$ cat src/rtl/seq_div_pkg.sv
// Shared definitions for the sequential restoring divider.
// Used by seq_divider, seq_divider_if and the divider testbench.
package seq_div_pkg;

    localparam int unsigned DIV_WIDTH_DEFAULT = 4;

    typedef enum logic [1:0] {
        IDLE,
        RUN,
        DONE
    } div_state_t;

    // Iteration counter width: enough bits to hold 0..width.
    function automatic int unsigned cnt_width(input int unsigned width);
        return $clog2(width + 1);
    endfunction

endpackage

$ cat src/rtl/seq_divider_if.sv
// Request/result bundle for seq_divider.
// master: requester (drives start/operands); slave: the divider.
interface seq_divider_if
    import seq_div_pkg::*;
#(
    parameter int unsigned WIDTH = DIV_WIDTH_DEFAULT
);
    logic             start;
    logic [WIDTH-1:0] dividend;
    logic [WIDTH-1:0] divisor;
    logic             busy;
    logic             done;
    logic [WIDTH-1:0] quotient;
    logic [WIDTH-1:0] remainder;
    logic             div_by_zero;

    modport master (
        output start, dividend, divisor,
        input  busy, done, quotient, remainder, div_by_zero
    );

    modport slave (
        input  start, dividend, divisor,
        output busy, done, quotient, remainder, div_by_zero
    );
endinterface

$ cat src/rtl/div_trial_sub.sv
// N-bit adder-subtractor (binarySubtractor port convention).
// m=1 computes A-B as A + ~B + 1; c is the carry-out (1 = no borrow),
// v is the two's-complement overflow flag.
module div_trial_sub #(
    parameter int unsigned N = 5
) (
    output logic [N-1:0] S,
    output logic         c,
    output logic         v,
    input  logic [N-1:0] A,
    input  logic [N-1:0] B,
    input  logic         m
);
    logic [N-1:0] b_x;

    assign b_x      = B ^ {N{m}};
    assign {c, S}   = {1'b0, A} + {1'b0, b_x} + (N+1)'(m);
    assign v        = (A[N-1] == b_x[N-1]) && (S[N-1] != A[N-1]);
endmodule

$ cat src/rtl/seq_divider.sv
// Multi-cycle unsigned restoring divider, one quotient bit per cycle.
// Optional macro SEQ_DIV_ZERO_CHECK_EN: a zero divisor short-circuits to
// DONE one cycle after acceptance and raises div_by_zero.
module seq_divider
    import seq_div_pkg::*;
#(
    parameter int unsigned WIDTH = DIV_WIDTH_DEFAULT
) (
    input logic          clk,
    input logic          rst,
    seq_divider_if.slave bus
);
    localparam int unsigned   CW   = cnt_width(WIDTH);
    localparam logic [CW-1:0] LAST = CW'(WIDTH - 1);

    div_state_t       state;
    logic [WIDTH-1:0] r;
    logic [WIDTH-1:0] q;
    logic [WIDTH-1:0] d;
    logic [CW-1:0]    count;
    logic             busy_q;
    logic             done_q;
    logic [WIDTH-1:0] quot_q;
    logic [WIDTH-1:0] rem_q;

    logic [WIDTH:0]   r_shift;
    logic [WIDTH:0]   trial;
    logic [WIDTH:0]   r_full;
    logic             trial_c;
    logic             trial_v_unused;
    logic             r_msb_unused;
    logic [WIDTH-1:0] r_next;
    logic [WIDTH-1:0] q_next;
    logic             accept;

    assign r_shift = {r, q[WIDTH-1]};

    div_trial_sub #(.N(WIDTH + 1)) u_trial (
        .S (trial),
        .c (trial_c),
        .v (trial_v_unused),
        .A (r_shift),
        .B ({1'b0, d}),
        .m (1'b1)
    );

    // The restored/accepted remainder is always below the divisor, so its MSB is dropped.
    assign r_full       = trial_c ? trial : r_shift;
    assign r_msb_unused = r_full[WIDTH];
    assign r_next       = r_full[WIDTH-1:0];
    assign q_next       = {q[WIDTH-2:0], trial_c};

    assign accept = bus.start && ((state == IDLE) || (state == DONE));

`ifdef SEQ_DIV_ZERO_CHECK_EN
    logic dbz_q;
    assign bus.div_by_zero = dbz_q;
`else
    assign bus.div_by_zero = 1'b0;
`endif

    assign bus.busy      = busy_q;
    assign bus.done      = done_q;
    assign bus.quotient  = quot_q;
    assign bus.remainder = rem_q;

    // FSM, iteration datapath and registered result outputs.
    always_ff @(posedge clk) begin
        if (rst) begin
            state  <= IDLE;
            busy_q <= 1'b0;
            done_q <= 1'b0;
            quot_q <= '0;
            rem_q  <= '0;
            count  <= '0;
            r      <= '0;
            q      <= '0;
            d      <= '0;
`ifdef SEQ_DIV_ZERO_CHECK_EN
            dbz_q  <= 1'b0;
`endif
        end else if (accept) begin
            r      <= '0;
            q      <= bus.dividend;
            d      <= bus.divisor;
            count  <= '0;
            busy_q <= 1'b1;
            done_q <= 1'b0;
            state  <= RUN;
        end else begin
            case (state)
                IDLE: begin
                    done_q <= 1'b0;
                end
                RUN: begin
`ifdef SEQ_DIV_ZERO_CHECK_EN
                    if (d == '0) begin
                        // No shifts have happened yet, so q still holds the dividend.
                        quot_q <= '1;
                        rem_q  <= q;
                        dbz_q  <= 1'b1;
                        busy_q <= 1'b0;
                        done_q <= 1'b1;
                        state  <= DONE;
                    end else
`endif
                    begin
                        r     <= r_next;
                        q     <= q_next;
                        count <= count + 1'b1;
                        if (count == LAST) begin
                            quot_q <= q_next;
                            rem_q  <= r_next;
`ifdef SEQ_DIV_ZERO_CHECK_EN
                            dbz_q  <= 1'b0;
`endif
                            busy_q <= 1'b0;
                            done_q <= 1'b1;
                            state  <= DONE;
                        end
                    end
                end
                DONE: begin
                    done_q <= 1'b0;
                    state  <= IDLE;
                end
                default: begin
                    busy_q <= 1'b0;
                    done_q <= 1'b0;
                    state  <= IDLE;
                end
            endcase
        end
    end
endmodule

$ cat src/flat_wrapper.sv
// flat-port wrapper written by rule: the top's interface ports become plain ports
module seq_divider_flat import seq_div_pkg::*;
#(
    parameter int unsigned WIDTH = DIV_WIDTH_DEFAULT
)
  (clk, rst, bus_start, bus_dividend, bus_divisor, bus_busy, bus_done, bus_quotient, bus_remainder, bus_div_by_zero);
  seq_divider_if #(.WIDTH(WIDTH)) bus_i ();
  input logic clk;
  input logic rst;
  input wire logic [$bits(bus_i.start)-1:0] bus_start;
  input wire logic [$bits(bus_i.dividend)-1:0] bus_dividend;
  input wire logic [$bits(bus_i.divisor)-1:0] bus_divisor;
  output wire logic [$bits(bus_i.busy)-1:0] bus_busy;
  output wire logic [$bits(bus_i.done)-1:0] bus_done;
  output wire logic [$bits(bus_i.quotient)-1:0] bus_quotient;
  output wire logic [$bits(bus_i.remainder)-1:0] bus_remainder;
  output wire logic [$bits(bus_i.div_by_zero)-1:0] bus_div_by_zero;
  assign bus_i.start = bus_start;
  assign bus_i.dividend = bus_dividend;
  assign bus_i.divisor = bus_divisor;
  assign bus_busy = bus_i.busy;
  assign bus_done = bus_i.done;
  assign bus_quotient = bus_i.quotient;
  assign bus_remainder = bus_i.remainder;
  assign bus_div_by_zero = bus_i.div_by_zero;
  seq_divider #(.WIDTH(WIDTH)) u_core (.clk(clk), .rst(rst), .bus(bus_i));
endmodule
$ cat config.mk
export PLATFORM = sky130hd
export DESIGN_NAME = seq_divider_flat
export DESIGN_NICKNAME = d
export VERILOG_FILES = /design/src/rtl/seq_div_pkg.sv /design/src/rtl/seq_divider_if.sv /design/src/rtl/div_trial_sub.sv /design/src/rtl/seq_divider.sv /design/src/flat_wrapper.sv
export SDC_FILE = /design/constraint.sdc
export NUM_CORES = 1
export LEC_CHECK = 0
export CAP_MARGIN = 30
export CORE_ASPECT_RATIO = 0.8
export CORE_MARGIN = 1
export CORE_UTILIZATION = 25
export DETAILED_ROUTE_END_ITERATION = 10
export DONT_BUFFER_PORTS = 1
export PLACE_DENSITY = 0.38
export SLEW_MARGIN = 20
export SYNTH_ARGS = -nofsm -noshare
export SYNTH_HDL_FRONTEND = slang
export SYNTH_SLANG_ARGS = --single-unit
$ cat constraint.sdc
create_clock -name clk -period 2.4 [get_ports clk]
set_input_delay 0.48 -clock clk [delete_from_list [all_inputs] [get_ports clk]]
set_output_delay 0.48 -clock clk [all_outputs]
set_load 0.01 [all_outputs]
==> metrics.txt, run 1 <==
# TYPE chip_impl_metric gauge
chip_impl_metric{name="r2r_cells",unit=""} 7
chip_impl_metric{name="routed_via_density",unit=""} 4.70
chip_impl_metric{name="design.core.area",unit="sq mm"} 0.00465
chip_impl_metric{name="vias",unit=""} 926
chip_impl_metric{name="post_synth_inst_count",unit=""} 141
chip_impl_info{name="cp_slowest_cell",value="sky130_fd_sc_hd__dfxtp_1"} 1
chip_impl_info{name="hp-class",value="primary input to flip-flop"} 1
chip_impl_metric{name="die_outline_area",unit="sq mm"} 0.00522
chip_impl_metric{name="final.hold.worst_slack",unit="ns"} 0.258
chip_impl_metric{name="number_of_antenna_violations_at_the_first_check_in_global_routing",unit=""} 0
chip_impl_info{name="run_status",value="finished clean"} 1
chip_impl_metric{name="postSynthAreaPerCell",unit="sq um"} 8.74
chip_impl_info{name="grt_setup_unrepaired",value="false"} 1
chip_impl_metric{name="achievable-frequency",unit="GHz"} 0.501
chip_impl_info{name="critical_path_class",value="flip-flop to flip-flop"} 1
chip_impl_metric{name="floorplan.initialDensity",unit="%"} 26.5
chip_impl_metric{name="tritoncts.num_buffers",unit=""} 3
chip_impl_metric{name="timing.final.crit_share",unit="%"} 83.2
chip_impl_metric{name="setup-violations-final",unit=""} 0
chip_impl_metric{name="fin_tns_setup",unit="ns"} 0
chip_impl_metric{name="synth.net_count",unit=""} 159
chip_impl_metric{name="worst_skew_pair.late_latency",unit="ns"} 0.28
chip_impl_metric{name="final_net_count",unit=""} 156
chip_impl_metric{name="gp_congestion",unit=""} 0.748
chip_impl_metric{name="area.growth.synth_to_final",unit="%"} 6.60
chip_impl_metric{name="post-route-drc-count",unit=""} 0
chip_impl_metric{name="syn-cell-area",unit="sq mm"} 0.00123
chip_impl_metric{name="floorplan.die.width",unit="um"} 80.5
chip_impl_metric{name="yosys.area.top_type_share",unit="%"} 43.9
chip_impl_info{name="clock-root-buffer",value="sky130_fd_sc_hd__clkbuf_8"} 1
chip_impl_info{name="clock_tree_from_tritoncts",value="yes"} 1
chip_impl_metric{name="finalHoldViolCount",unit=""} 0
chip_impl_metric{name="crit_fanout",unit=""} 5
chip_impl_metric{name="pin_count_of_the_biggest_net_entering_global_routing",unit=""} 31
chip_impl_metric{name="arrival_time_at_the_worst_endpoint",unit="ns"} 2.19
chip_impl_metric{name="wl_per_cell",unit="um"} 14.0
chip_impl_metric{name="postRouteWirelength",unit="mm"} 2.75
chip_impl_metric{name="clock-skew-final",unit="ns"} 0.0112
chip_impl_metric{name="place_inst",unit=""} 193
chip_impl_metric{name="power.total",unit="uW"} 895
chip_impl_info{name="critical_path.startpoint_type",value="flip-flop"} 1
chip_impl_metric{name="die-height",unit="um"} 64.8
chip_impl_metric{name="post_cts_hold_buffer_count",unit=""} 0
chip_impl_metric{name="worst_path_largest_cell_delay",unit="ns"} 0.33
chip_impl_metric{name="worst_ir_drop_vdd",unit="uV"} 214
chip_impl_metric{name="layoutNonFillerInstCount",unit=""} 197
chip_impl_metric{name="post_cts.resized_instances",unit=""} 0
chip_impl_metric{name="cts_num_sinks",unit=""} 27
chip_impl_metric{name="synth_cell_type_count",unit=""} 34
chip_impl_metric{name="cp_data_required_time",unit="ns"} 2.59
chip_impl_metric{name="clkTransAtPathRegs",unit="ns"} 0.10
chip_impl_info{name="layout_commonest_cell",value="sky130_fd_sc_hd__dfxtp_1"} 1
chip_impl_metric{name="post_cts_setup_buffer_count",unit=""} 0
chip_impl_metric{name="drive_gt1_share",unit="%"} 7.30
chip_impl_metric{name="io_pins",unit=""} 22
chip_impl_metric{name="timing_worst_slew_pin_value",unit="ns"} 0.735
chip_impl_info{name="holdCritStartpoint",value="rst"} 1
chip_impl_metric{name="leakagePower",unit="uW"} 0.000454
chip_impl_metric{name="vias_in_the_first_global_route",unit=""} 858
chip_impl_metric{name="portBuffers",unit=""} 0
chip_impl_metric{name="worst_slew_margin_rel",unit="%"} 50.9
chip_impl_info{name="final_cell_mix",value="sky130_fd_sc_hd__dfxtp_1 (27), sky130_fd_sc_hd__nand2_1 (18), sky130_fd_sc_hd__nor2_1 (14)"} 1
chip_impl_info{name="r2r-start",value="u_core.d[1]"} 1
chip_impl_metric{name="synth-seq-area-share",unit="%"} 43.9
chip_impl_metric{name="ant_nets",unit=""} 0
chip_impl_metric{name="grt_usage",unit="%"} 11.8
chip_impl_metric{name="global_route.overflow_total",unit=""} 0
chip_impl_info{name="crit_end_category",value="flip-flop"} 1
chip_impl_metric{name="drt_first_iter_violations",unit=""} 32
chip_impl_metric{name="worstHoldPathCells",unit=""} 1
chip_impl_info{name="synth_area_leader",value="sky130_fd_sc_hd__dfxtp_1"} 1
chip_impl_metric{name="grt_pass1_wl",unit="mm"} 4.57
chip_impl_info{name="synth.area.top_cells",value="sky130_fd_sc_hd__dfxtp_1 (44%), sky130_fd_sc_hd__ha_1 (6.1%), sky130_fd_sc_hd__nand2_1 (5.5%), sky130_fd_sc_hd__nor2_1 (4.3%), sky130_fd_sc_hd__a21oi_1 (4.1%)"} 1
chip_impl_metric{name="period_minus_slack",unit="ns"} 2.00
chip_impl_metric{name="max_cap_violation_count",unit=""} 0
chip_impl_metric{name="finalMaxSlewViolations",unit=""} 0
chip_impl_metric{name="final_util",unit="%"} 28.2
chip_impl_metric{name="dp_hpwl",unit="mm"} 1.99
chip_impl_info{name="path_cells",value="inv_1 > ha_1 > nor2b_1 > o31ai_2 > and2_1 > mux2_4 > a221oi_2"} 1
chip_impl_metric{name="floorplan_row_count",unit=""} 22
chip_impl_metric{name="ys_seq_elements",unit=""} 27
chip_impl_metric{name="final_antenna_diode_count",unit=""} 0
chip_impl_metric{name="htree_levels",unit=""} 1
chip_impl_metric{name="number_of_warnings_reported_in_the_yosys_synthesis_log",unit=""} 0
chip_impl_metric{name="first_pass_iters",unit=""} 2
chip_impl_info{name="critPathLaunch",value="u_core.d[1]"} 1
chip_impl_metric{name="power.density",unit="mW/mm^2"} 681
chip_impl_metric{name="cts-root-to-sink-buffers",unit=""} 2
==> logic make-up (layout without fill, tap and decap cells) <==
kind of cell / Yosys count / after routing / share of synthesized area [%]
other: 1 / 1 / 0.304
and+or+nand+nor: 53 / 53 / 20.2
muxes: 3 / 3 / 2.84
AOI/OAI and AO/OA: 32 / 32 / 17.7
buffers and inverters: 16 / 12 / 5.99
xor gates and xnor gates: 2 / 2 / 1.42
adders and majority gates: 7 / 7 / 7.72
DFF: 27 / 27 / 43.9
==> cells in the mapped netlist <==
cell type and number:
sky130_fd_sc_hd__dfxtp_1 27, sky130_fd_sc_hd__nand2_1 18, sky130_fd_sc_hd__nor2_1 14, sky130_fd_sc_hd__a21oi_1 10, sky130_fd_sc_hd__inv_1 7, sky130_fd_sc_hd__ha_1 6
sky130_fd_sc_hd__nand2b_1 6, sky130_fd_sc_hd__nor3_1 6, sky130_fd_sc_hd__clkbuf_1 5, sky130_fd_sc_hd__o21ai_0 5, sky130_fd_sc_hd__a211oi_1 3, sky130_fd_sc_hd__nor2b_1 3
sky130_fd_sc_hd__o22ai_1 3, sky130_fd_sc_hd__a221oi_1 2, sky130_fd_sc_hd__and2_1 2, sky130_fd_sc_hd__buf_2 2, sky130_fd_sc_hd__mux2i_1 2, sky130_fd_sc_hd__nand3b_1 2
sky130_fd_sc_hd__o31ai_1 2, sky130_fd_sc_hd__xnor2_1 2, sky130_fd_sc_hd__a2111oi_0 1, sky130_fd_sc_hd__a221oi_2 1, sky130_fd_sc_hd__a31oi_1 1, sky130_fd_sc_hd__buf_4 1
sky130_fd_sc_hd__buf_6 1, sky130_fd_sc_hd__conb_1 1, sky130_fd_sc_hd__fa_1 1, sky130_fd_sc_hd__mux2_4 1, sky130_fd_sc_hd__nand3_1 1, sky130_fd_sc_hd__o21a_2 1
sky130_fd_sc_hd__o311ai_0 1, sky130_fd_sc_hd__o31ai_2 1, sky130_fd_sc_hd__o32ai_1 1, sky130_fd_sc_hd__or4b_2 1
==> final timing paths <==
check	endpoint	slack, ns
min	u_core.bus.quotient[0]	0.26
min reg2reg	u_core.d[3]	0.45
max	u_core.r[0]	0.40
max reg2reg	u_core.r[0]	0.40
==> power by group <==
| part | internal [uW] | switching, uW |
|---|---|---|
| Sequential | 469 | 18.0 |
| Clock | 117 | 149 |
| Combinational | 63.0 | 78.4 |
| Total | 649 | 246 |
==> registers in the layout, indices dropped and copies added (netlist names) <==
register / flops
u_core.bus.busy: 1
u_core.bus.done: 1
u_core.bus.quotient: 4
u_core.bus.remainder: 4
u_core.count: 3
u_core.d: 4
u_core.q: 4
u_core.r: 4
u_core.state: 2
==> through the flow <==
stage               instance area, sq um  setup WS, ns
finish                              1310         0.403
global route                        1310         0.287
CTS                                 1310         0.373
detailed placement                  1270         0.403
global placement                    1270         0.422
floorplan                           1230         0.523
==> critical path, delay by kind of cell, from the launching register on <==
kind	cells	cell delay [ns]
AO/OA/AOI/OAI	2	0.47
AND/OR/NAND/NOR	2	0.42
flip-flops	1	0.33
multiplexers	1	0.33
adder cells (fa/ha/maj)	1	0.28
buffers and inverters	1	0.07
==> area by class of cell <==
type | count | area (sq um)
Fill cell | 509 | 3340
Multi-Input combinational cell | 98 | 618
Sequential cell | 27 | 541
Tap cell | 60 | 75.1
Clock buffer | 3 | 41.3
Inverter | 7 | 26.3
Timing Repair Buffer | 1 | 7.51
Clock inverter | 1 | 5.00
==> layer usage <==
| metal | wire length (um) | GRT usage [%] | share of wire [%] | up-vias |
|---|---|---|---|---|
| met1 | 1440 | 16.5 | 52 | 430 |
| met4 | 13 | 2.68 | 0.47 | 0 |
| met5 | 0 | 0 | 0 | - |
| met3 | 170 | 4.65 | 6.2 | 2 |
| li1 | - | - | - | 473 |
| met2 | 1130 | 16.9 | 41 | 21 |
(Power assumes the default switching activity.)
==> inputs of run 2 (changes only) <==
==> constraint.sdc (replaced) <==
create_clock -name clk -period 1.9 [get_ports clk]
set_input_delay 0.38 -clock clk [delete_from_list [all_inputs] [get_ports clk]]
set_output_delay 0.38 -clock clk [all_outputs]
set_load 0.01 [all_outputs]
==> run 2 against run 1 <==
Effect of this change: sequential cell count stayed put; clock-buffer cell count unchanged; global-route usage is essentially flat; sequential power grew 26%; combinational power rose by 77%; first-iteration DRC count fell by 50%; final cell count is 3.6% higher; cell area up 9.7%; highest routed layer unchanged.
==> metrics.txt, run 2 (synthesized netlist as in run 1, its figures left out) <==
# TYPE chip_impl_metric gauge
chip_impl_metric{name="die-height",unit="um"} 64.8
chip_impl_metric{name="clkTransAtPathRegs",unit="ns"} 0.10
chip_impl_metric{name="reg2reg_slack",unit="ns"} 0.11
chip_impl_metric{name="tritoncts.num_buffers",unit=""} 3
chip_impl_info{name="run_status",value="finished clean"} 1
chip_impl_metric{name="portBuffers",unit=""} 0
chip_impl_metric{name="clock-skew-final",unit="ns"} 0.00747
chip_impl_metric{name="io_pins",unit=""} 22
chip_impl_info{name="critical_path_class",value="flip-flop to flip-flop"} 1
chip_impl_info{name="grt_setup_unrepaired",value="false"} 1
chip_impl_info{name="r2r-start",value="u_core.d[1]"} 1
chip_impl_metric{name="seqPwrFrac",unit="%"} 51.5
chip_impl_metric{name="setup-violations-final",unit=""} 0
chip_impl_metric{name="design.core.area",unit="sq mm"} 0.00465
chip_impl_metric{name="clkPwrFrac",unit="%"} 27.7
chip_impl_metric{name="grt_usage",unit="%"} 11.9
chip_impl_metric{name="floorplan_row_count",unit=""} 22
chip_impl_metric{name="final_antenna_diode_count",unit=""} 0
chip_impl_metric{name="cp_data_required_time",unit="ns"} 2.10
chip_impl_info{name="final_cell_mix",value="sky130_fd_sc_hd__dfxtp_1 (25), sky130_fd_sc_hd__nand2_1 (18), sky130_fd_sc_hd__nor2_1 (14)"} 1
chip_impl_metric{name="comb_power_share",unit="%"} 20.8
chip_impl_metric{name="ant_nets",unit=""} 0
chip_impl_metric{name="internal_power",unit="uW"} 868
chip_impl_metric{name="finish.instance_area",unit="sq mm"} 0.00144
chip_impl_metric{name="final_net_count",unit=""} 163
chip_impl_info{name="crit-reg2reg-capture",value="u_core.r[0]"} 1
chip_impl_metric{name="grt_pass1_wl",unit="mm"} 4.53
chip_impl_metric{name="power.net_switching",unit="uW"} 328
chip_impl_metric{name="crit_fanout",unit=""} 4
chip_impl_metric{name="first_pass_iters",unit=""} 4
chip_impl_info{name="holdCritStartpoint",value="rst"} 1
chip_impl_info{name="clock-root-buffer",value="sky130_fd_sc_hd__clkbuf_8"} 1
chip_impl_metric{name="r2r_cells",unit=""} 7
chip_impl_metric{name="vias",unit=""} 970
chip_impl_metric{name="period_minus_slack",unit="ns"} 1.79
chip_impl_metric{name="gp_congestion",unit=""} 0.765
chip_impl_metric{name="global_route.overflow_total",unit=""} 0
chip_impl_info{name="critical_path.startpoint_type",value="flip-flop"} 1
chip_impl_metric{name="leakagePower",unit="uW"} 0.000507
chip_impl_metric{name="dr_wl_met3",unit="um"} 185
chip_impl_metric{name="achievable-frequency",unit="GHz"} 0.558
chip_impl_metric{name="dpl-instance-area",unit="sq mm"} 0.00130
chip_impl_metric{name="finalHoldViolCount",unit=""} 0
chip_impl_metric{name="power.density",unit="mW/mm^2"} 830
chip_impl_metric{name="drive_gt1_share",unit="%"} 18.1
chip_impl_metric{name="htree_levels",unit=""} 1
chip_impl_metric{name="cts-root-to-sink-buffers",unit=""} 2
chip_impl_metric{name="dr_wl_met2",unit="mm"} 1.24
chip_impl_metric{name="timing.final.crit_share",unit="%"} 94.3
chip_impl_info{name="hold_path_end",value="u_core.r[0]"} 1
chip_impl_info{name="dr.max_layer_used",value="met4"} 1
chip_impl_metric{name="finalMaxSlewViolations",unit=""} 0
chip_impl_metric{name="routed_via_density",unit=""} 4.75
chip_impl_metric{name="final_util",unit="%"} 31.0
chip_impl_metric{name="floorplan.die.width",unit="um"} 80.5
chip_impl_metric{name="dp_hpwl",unit="mm"} 2.10
chip_impl_metric{name="pin_count_of_the_biggest_net_entering_global_routing",unit=""} 31
chip_impl_metric{name="max_cap_violation_count",unit=""} 0
chip_impl_metric{name="area.growth.synth_to_final",unit="%"} 17.0
chip_impl_metric{name="cts_num_sinks",unit=""} 27
chip_impl_metric{name="timing_worst_slew_pin_value",unit="ns"} 0.708
chip_impl_metric{name="worstHoldPathCells",unit=""} 1
chip_impl_metric{name="vias_in_the_first_global_route",unit=""} 899
chip_impl_info{name="crit_end_category",value="flip-flop"} 1
chip_impl_metric{name="drt_first_iter_violations",unit=""} 16
chip_impl_metric{name="floorplan.initialDensity",unit="%"} 26.5
chip_impl_info{name="hp-class",value="primary input to flip-flop"} 1
chip_impl_metric{name="wl_per_cell",unit="um"} 14.3
chip_impl_metric{name="sw_frac_of_total",unit="%"} 27.4
chip_impl_metric{name="worst_slew_margin_rel",unit="%"} 52.7
chip_impl_metric{name="arrival_time_at_the_worst_endpoint",unit="ns"} 1.99
chip_impl_info{name="layout_commonest_cell",value="sky130_fd_sc_hd__dfxtp_1"} 1
chip_impl_metric{name="worst_ir_drop_vdd",unit="uV"} 290
chip_impl_metric{name="worst_skew_pair.late_latency",unit="ns"} 0.28
chip_impl_metric{name="number_of_antenna_violations_at_the_first_check_in_global_routing",unit=""} 0
chip_impl_metric{name="post-route-drc-count",unit=""} 0
chip_impl_metric{name="die_outline_area",unit="sq mm"} 0.00522
chip_impl_metric{name="met1Wirelength",unit="mm"} 1.46
chip_impl_metric{name="postRouteWirelength",unit="mm"} 2.91
chip_impl_metric{name="fillCellCount",unit=""} 502
chip_impl_info{name="clock_tree_from_tritoncts",value="yes"} 1
==> run 2: changes by cell type in the layout (fill, tap and decap cells not counted), moves of 2 or more <==
cell / change
sky130_fd_sc_hd__dfxtp_2: +2
sky130_fd_sc_hd__ha_1: -2
sky130_fd_sc_hd__ha_4: +2
sky130_fd_sc_hd__o31ai_4: +2
sky130_fd_sc_hd__buf_4: +7
sky130_fd_sc_hd__dfxtp_1: -2
==> run 2: how the worst max path moves through the flow <==
stage	start	end	slack, ns	cells past startpoint
after floorplan	u_core.d[1]	u_core.r[0]	0.02	8
after global placement	u_core.d[1]	u_core.r[3]	-0.06	7
after detailed placement	u_core.d[1]	u_core.r[0]	-0.07	7
after CTS	u_core.d[1]	u_core.r[0]	0.0006	7
after global routing	u_core.d[1]	u_core.r[0]	0.02	7
final	u_core.d[1]	u_core.r[0]	0.11	7
==> run 2: timing repair <==
action                                  CTS  global route
resized for setup                         4            12
pin swaps                                 2             4
endpoints found under the setup margin    7             8
setup buffers                             2             1
hold buffers                              0             0
==> run 2: per-stage QoR <==
step                cells  total power (uW)  hold slack, ns  TNS [ns]  setup slack (ns)
finish                204              1200           0.160         0             0.109
floorplan             141               791           0.436         0            0.0229
global placement      197               821           0.444    -0.167           -0.0624
detailed placement    197               824           0.449    -0.270           -0.0664
CTS                   203              1180           0.145         0          0.000600
global route          204              1270           0.132         0            0.0198
==> run 2: power groups by stage <==
stage / clock, uW / combinational [uW] / sequential, uW
2_1_floorplan: 0 / 169 / 623
3_3_place_gp: 0 / 194 / 627
3_5_place_dp: 0 / 197 / 627
4_1_cts: 350 / 214 / 614
5_1_grt: 379 / 271 / 621
6_report: 332 / 249 / 616
==> run 2: area by class of cell <==
type / count / area, sq um / area share [%]
clock buffer: 3 / 41.3 / 2.86
multi-input combinational: 98 / 691 / 47.9
tap: 60 / 75.1 / 5.21
clock inverter: 1 / 5.00 / 0.347
inverter: 7 / 26.3 / 1.82
sequential: 27 / 543 / 37.7
timing repair buffer: 8 / 60.1 / 4.17
==> run 2: worst max-delay path, stage by stage, from the launching register on <==
cell	delay, ns
sky130_fd_sc_hd__dfxtp_2	0.33
sky130_fd_sc_hd__inv_1	0.05
sky130_fd_sc_hd__ha_1	0.27
sky130_fd_sc_hd__nor2b_4	0.14
sky130_fd_sc_hd__o31ai_4	0.17
sky130_fd_sc_hd__and2_4	0.21
sky130_fd_sc_hd__mux2_4	0.33
sky130_fd_sc_hd__a221oi_2	0.22
==> run 2: routing by layer <==
metal / global-route usage, % / vias to the layer above
li1: - / 492
met3: 4.37 / 2
met4: 3.35 / 0
met1: 15.7 / 452
met2: 17.9 / 24
met5: 0 / -
==> inputs of run 3 (changes only) <==
--- a/config.mk
+++ b/config.mk
@@ -7,7 +7,6 @@
 export LEC_CHECK = 0
 export CAP_MARGIN = 30
 export CORE_ASPECT_RATIO = 0.8
-export CORE_MARGIN = 1
 export CORE_UTILIZATION = 25
 export DETAILED_ROUTE_END_ITERATION = 10
 export DONT_BUFFER_PORTS = 1
==> results of run 3 <==
No change in the layout: final DEF, timing and power equal those of run 2.
